--- src/rtl/imem_port_arbiter.sv ---
// Instruction memory port arbiter: fetch (RO) vs loader (RW), 1-cycle response.
// Optional grant statistics and trace enabled by defining IMEM_ARB_STATS_EN.
module imem_port_arbiter #(
  parameter int          DEPTH_WORDS = 256,
  parameter int          AW          = 8,
  parameter int          STARVE_LIM  = 4,
  parameter logic [31:0] NOP_WORD    = 32'h00000013
) (
  input  logic          clk,
  input  logic          rst_n,
  input  logic          fetch_req,
  input  logic [31:0]   fetch_addr,
  output logic          fetch_gnt,
  output logic          fetch_rvalid,
  output logic [31:0]   fetch_rdata,
  output logic          fetch_err,
  input  logic          ld_req,
  input  logic          ld_we,
  input  logic [31:0]   ld_addr,
  input  logic [31:0]   ld_wdata,
  output logic          ld_gnt,
  output logic          ld_rvalid,
  output logic [31:0]   ld_rdata,
  output logic          mem_en,
  output logic          mem_we,
  output logic [AW-1:0] mem_addr,
  output logic [31:0]   mem_wdata,
`ifdef IMEM_ARB_STATS_EN
  input  logic [31:0]   mem_rdata,
  input  logic          stat_clr,
  output logic [31:0]   stat_fetch_cnt,
  output logic [31:0]   stat_ld_cnt,
  output logic [31:0]   stat_conflict_cnt
`else
  input  logic [31:0]   mem_rdata
`endif
);

  localparam int SW = $clog2(STARVE_LIM + 1);

  typedef enum logic [1:0] {
    RSP_NONE,
    RSP_FETCH,
    RSP_LOAD
  } rsp_e;

  rsp_e          r_state;
  rsp_e          w_state_nxt;
  logic [SW-1:0] r_starve;
  logic          r_f_err;
  logic          r_ld_zero;

  logic          w_f_mis;
  logic          w_f_oor;
  logic          w_f_err;
  logic          w_ld_oor;
  logic          w_starved;
  logic          w_ld_win;
  logic          w_f_win;
  logic          w_unused;

  assign w_unused = ^ld_addr[1:0];

  assign w_f_mis  = |fetch_addr[1:0];
  assign w_f_oor  = {2'b00, fetch_addr[31:2]} >= 32'(DEPTH_WORDS);
  assign w_f_err  = w_f_mis | w_f_oor;
  assign w_ld_oor = {2'b00, ld_addr[31:2]} >= 32'(DEPTH_WORDS);

  // Loader normally yields to fetch; wins once it has waited long enough.
  assign w_starved = r_starve >= SW'(STARVE_LIM);
  assign w_ld_win  = ld_req & (~fetch_req | w_starved);
  assign w_f_win   = fetch_req & ~w_ld_win;

  assign fetch_gnt = rst_n & w_f_win;
  assign ld_gnt    = rst_n & w_ld_win;

  always_comb begin
    mem_en    = 1'b0;
    mem_we    = 1'b0;
    mem_addr  = '0;
    mem_wdata = '0;
    unique case (1'b1)
      ld_gnt: begin
        mem_en    = ~w_ld_oor;
        mem_we    = ~w_ld_oor & ld_we;
        mem_addr  = ld_addr[AW+1:2];
        mem_wdata = ld_wdata;
      end
      fetch_gnt: begin
        mem_en   = ~w_f_err;
        mem_addr = fetch_addr[AW+1:2];
      end
      default: ;
    endcase
  end

  always_ff @(posedge clk or negedge rst_n) begin
    if (!rst_n) begin
      r_starve <= '0;
    end else if (ld_gnt) begin
      r_starve <= '0;
    end else if (ld_req && !w_starved) begin
      r_starve <= r_starve + SW'(1);
    end
  end

  always_ff @(posedge clk or negedge rst_n) begin
    if (!rst_n) begin
      r_state   <= RSP_NONE;
      r_f_err   <= 1'b0;
      r_ld_zero <= 1'b0;
    end else begin
      r_state   <= w_state_nxt;
      r_f_err   <= fetch_gnt & w_f_err;
      r_ld_zero <= ld_gnt & (ld_we | w_ld_oor);
    end
  end

  always_comb begin
    w_state_nxt  = RSP_NONE;
    fetch_rvalid = 1'b0;
    fetch_err    = 1'b0;
    fetch_rdata  = '0;
    ld_rvalid    = 1'b0;
    ld_rdata     = '0;
    if (ld_gnt) begin
      w_state_nxt = RSP_LOAD;
    end else if (fetch_gnt) begin
      w_state_nxt = RSP_FETCH;
    end
    unique case (r_state)
      RSP_FETCH: begin
        fetch_rvalid = 1'b1;
        fetch_err    = r_f_err;
        fetch_rdata  = r_f_err ? NOP_WORD : mem_rdata;
      end
      RSP_LOAD: begin
        ld_rvalid = 1'b1;
        ld_rdata  = r_ld_zero ? 32'h0 : mem_rdata;
      end
      default: ;
    endcase
  end

`ifdef IMEM_ARB_STATS_EN
  logic [31:0] r_stat_f;
  logic [31:0] r_stat_l;
  logic [31:0] r_stat_c;

  assign stat_fetch_cnt    = r_stat_f;
  assign stat_ld_cnt       = r_stat_l;
  assign stat_conflict_cnt = r_stat_c;

  always_ff @(posedge clk or negedge rst_n) begin
    if (!rst_n) begin
      r_stat_f <= '0;
      r_stat_l <= '0;
      r_stat_c <= '0;
    end else if (stat_clr) begin
      r_stat_f <= '0;
      r_stat_l <= '0;
      r_stat_c <= '0;
    end else begin
      r_stat_f <= r_stat_f + {31'h0, fetch_gnt};
      r_stat_l <= r_stat_l + {31'h0, ld_gnt};
      r_stat_c <= r_stat_c + {31'h0, fetch_req & ld_req};
    end
  end

  always @(posedge clk) begin
    if (fetch_gnt)
      $display("[IMEM] %0t FETCH addr=%08h", $time, fetch_addr);
    if (ld_gnt)
      $display("[IMEM] %0t LOAD  addr=%08h", $time, ld_addr);
  end
`endif

endmodule

--- config.mk ---
export PLATFORM = sky130hd
export DESIGN_NAME = imem_port_arbiter
export DESIGN_NICKNAME = d
export VERILOG_FILES = /design/src/rtl/imem_port_arbiter.sv
export SDC_FILE = /design/constraint.sdc
export NUM_CORES = 1
export LEC_CHECK = 0
export ABC_AREA = 1
export CAP_MARGIN = 20
export CORE_AREA = 2 2 94 96
export CTS_CLUSTER_DIAMETER = 60
export DETAILED_ROUTE_END_ITERATION = 10
export DIE_AREA = 0 0 96 98
export GPL_TIMING_DRIVEN = 1
export PLACE_DENSITY = 0.68
export SYNTH_ARGS = -nofsm -noshare
export SYNTH_HDL_FRONTEND = slang
export SYNTH_SLANG_ARGS = --single-unit
export TNS_END_PERCENT = 20
--- constraint.sdc ---
create_clock -name clk -period 1.17 [get_ports clk]
set_input_delay 0.234 -clock clk [delete_from_list [all_inputs] [get_ports clk]]
set_output_delay 0.234 -clock clk [all_outputs]
set_load 0.01 [all_outputs]
==> flow_metrics.tcl, run 1 <==
set metrics [dict create \
    violations "negative setup slack" \
    fin_nets 679 \
    synthCells 267 \
    drtIter0Drc 24 \
    critPathKind "flip-flop to output port" \
    p_int_mw 1.68 \
    power.net_switching_mw 1.04 \
    die_h_um 98 \
    switching_share_pct 38.3 \
    worst_clock_skew_ns 0.00158 \
    avgSynthCellArea_um2 4.85 \
    cp_data_required_time_ns 0.94 \
    slew_viol_final 0 \
    grt_max_degree 30 \
    worstSkewPairLatency_ns 0.23 \
    std_cell_rows 34 \
    vias_per_cell 4.01 \
    slew_headroom_pct 72.2 \
    placed_area_um2 4060 \
    cts.sinks 7 \
    p_seq_share_pct 12.9 \
    synth_cell_types 19 \
    cts_tree "done" \
    root_buffer "clkbuf_8" \
    ys_seq_area_share_pct 13.5 \
    setup_ws_ns -0.538 \
    leakagePower_nw 2.20 \
    final_common_cell "clkdlybuf4s50_1" \
    final_cell_area_um2 4470 \
    critPathCaptureType "output port" \
    io_buffers 241 \
    die_x_um 96 \
    grt_pass1_wl_um 11700 \
    grt_use_total_pct 15.6 \
    power.density_nw_per_um2 608 \
    drv_cap 0 \
    io_pins 244 \
    rsz0062_at_grt "yes" \
    grt-ovfl-total 0 \
    synth_area_um2 1300 \
    cts_buffers 3 \
    core_um2 8470 \
    layout-drive-gt1-share_pct 44.7 \
    fmax_mhz 586 \
    fin_crit_sh_pct 146 \
    ctsHoldBuffers 0 \
    area_growth_pct 244 \
    final_cell_mix "clkdlybuf4s50_1, inv_1, nor2_1" \
    clock_path_buffers 2 \
    antenna_left 0 \
    synth-seq-cells 7 \
    hold_path_class "input pin to asynchronous set/reset pin" \
    avgRoutedWirePerCell_um 12.2 \
    initial_core_util_pct 15.3 \
    htreeDepth 1 \
    antenna_cells 0 \
    fillers 794 \
    drt_pass1_iterations 3 \
    pwr-share-comb_pct 74.6 \
    wl_um 7970 \
    worst_slew_pin_slew_ns 0.417 \
    grt_antenna_before_repair 0 \
    cp_max_fo 7 \
    status "finished, violations left" \
    min_period_ns 1.71 \
    grt_pass1_vias 2605 \
    pwr-share-clk_pct 12.6 \
    gp_congestion 0.720 \
    vias 2617 \
    max-vdd-ir-drop_mv 0.467 \
    setup_violations 115 \
    cts.clk_slew.worst_paths_ns 0.04 \
    hold_violations 0 \
    yosys_warnings 0 \
    dieArea_um2 9410 \
    start_kind "flip-flop" \
    power.total_mw 2.72 \
    fin_setup_tns_ns -42.04 \
    worstPathArrival_ns 1.47 \
    drcViolationCount 0 \
    syn-num-nets 401 \
    dpl.hpwl_um 6180 \
]
## sequential cells by signal, indices dropped and copies added (netlist names)
signal,count
r_starve,3
r_state,2
r_f_err,1
r_ld_zero,1
## routing by layer
metal | global-route usage (%) | share of wire, %
met1 | 13.9 | 31
met2 | 31.9 | 56
met5 | 0 | 0
met4 | 5.49 | 1.7
met3 | 3.94 | 12
## cell families (layout without fill, tap and decap cells)
group	after synthesis	count (layout)	synth area share, %
simple gates	158	162	48.2
buf+inv	85	358	28.0
compound gates	16	16	9.36
flops	7	7	13.5
fa+ha+maj	1	1	0.965
## critical path, stage by stage (launching register included)
cell	delay, ns
dfrtp_1	0.38
inv_2	0.10
nand2_2	0.05
nand2_2	0.07
nor2_4	0.04
buf_6	0.11
buf_6	0.12
a22o_1	0.23
buf_6	0.13
## power groups by stage
| stage | registers (mW) | logic, mW | clock network [mW] |
|---|---|---|---|
| floorplan | 0.340 | 0.642 | 0 |
| global placement | 0.345 | 1.64 | 0 |
| detailed placement | 0.350 | 1.66 | 0 |
| CTS | 0.350 | 1.84 | 0.351 |
| global route | 0.360 | 2.19 | 0.364 |
| finish | 0.350 | 2.03 | 0.342 |
## stage by stage
stage / setup slack, ns / hold WS [ns] / utilization (%) / std cells
after global routing: -0.617 / 0.134 / 52.7 / 652
after detailed placement: -1.06 / 0.478 / 47.9 / 623
final: -0.538 / 0.116 / 52.7 / 652
after floorplan: -0.0986 / -0.0616 / - / 267
after global placement: -1.04 / 0.462 / 47.9 / 623
after CTS: -0.563 / 0.115 / 49.9 / 643
## Yosys cell counts
master / count / area share, %
nor2_2: 1 / 0.48
o21ai_0: 1 / 0.39
nand3_1: 3 / 1.2
a22o_1: 8 / 5.4
nor2_1: 127 / 37
nor2_4: 1 / 0.87
inv_1: 73 / 21
a21oi_1: 6 / 2.3
a21oi_4: 1 / 1.3
nand4_1: 2 / 0.97
nand2_1: 21 / 6.1
dfrtp_1: 7 / 14
nand2_2: 1 / 0.48
or2_2: 1 / 0.48
buf_2: 5 / 1.9
buf_6: 5 / 4.3
ha_1: 1 / 0.97
nand2_4: 1 / 0.87
inv_2: 2 / 0.58
## layout make-up
type / instances / area [um2] / area share [%]
multi-input combinational: 179 / 1190 / 26.6
timing repair buffer: 279 / 2640 / 59.1
inverter: 75 / 282 / 6.30
clock inverter: 1 / 5.00 / 0.112
tap: 108 / 135 / 3.03
sequential: 7 / 175 / 3.92
clock buffer: 3 / 41.3 / 0.925
## path summary, 6_finish.rpt
path / from / end / slack [ns] / depth (start not counted)
hold / removal: rst_n / r_state[0] / 0.12 / 2
min in group clk: r_starve[0] / r_starve[0] / 0.50 / 1
hold reg to reg: r_starve[0] / r_starve[0] / 0.50 / 1
max in group asynchronous: rst_n / r_starve[0] / 0.68 / 2
setup reg to reg: r_starve[2] / r_starve[0] / -0.25 / 8
setup / recovery: r_starve[2] / mem_addr[2] / -0.54 / 8
## repair_timing
item,CTS,global route
resized for setup,465,72
endpoints found under the setup margin,116,116
pin swaps,11,8
setup buffers,13,8
cloned,3,1
No activity file was read; power rests on OpenSTA's default activity.
==> run 2, diff against run 1 <==
--- a/config.mk
+++ b/config.mk
@@ -6,7 +6,7 @@
 export NUM_CORES = 1
 export LEC_CHECK = 0
 export ABC_AREA = 1
-export CAP_MARGIN = 20
+export CAP_MARGIN = 15
 export CORE_AREA = 2 2 94 96
 export CTS_CLUSTER_DIAMETER = 60
 export DETAILED_ROUTE_END_ITERATION = 10
==> results of run 2 <==
Final layout, timing and power as in run 1 (identical DEF).
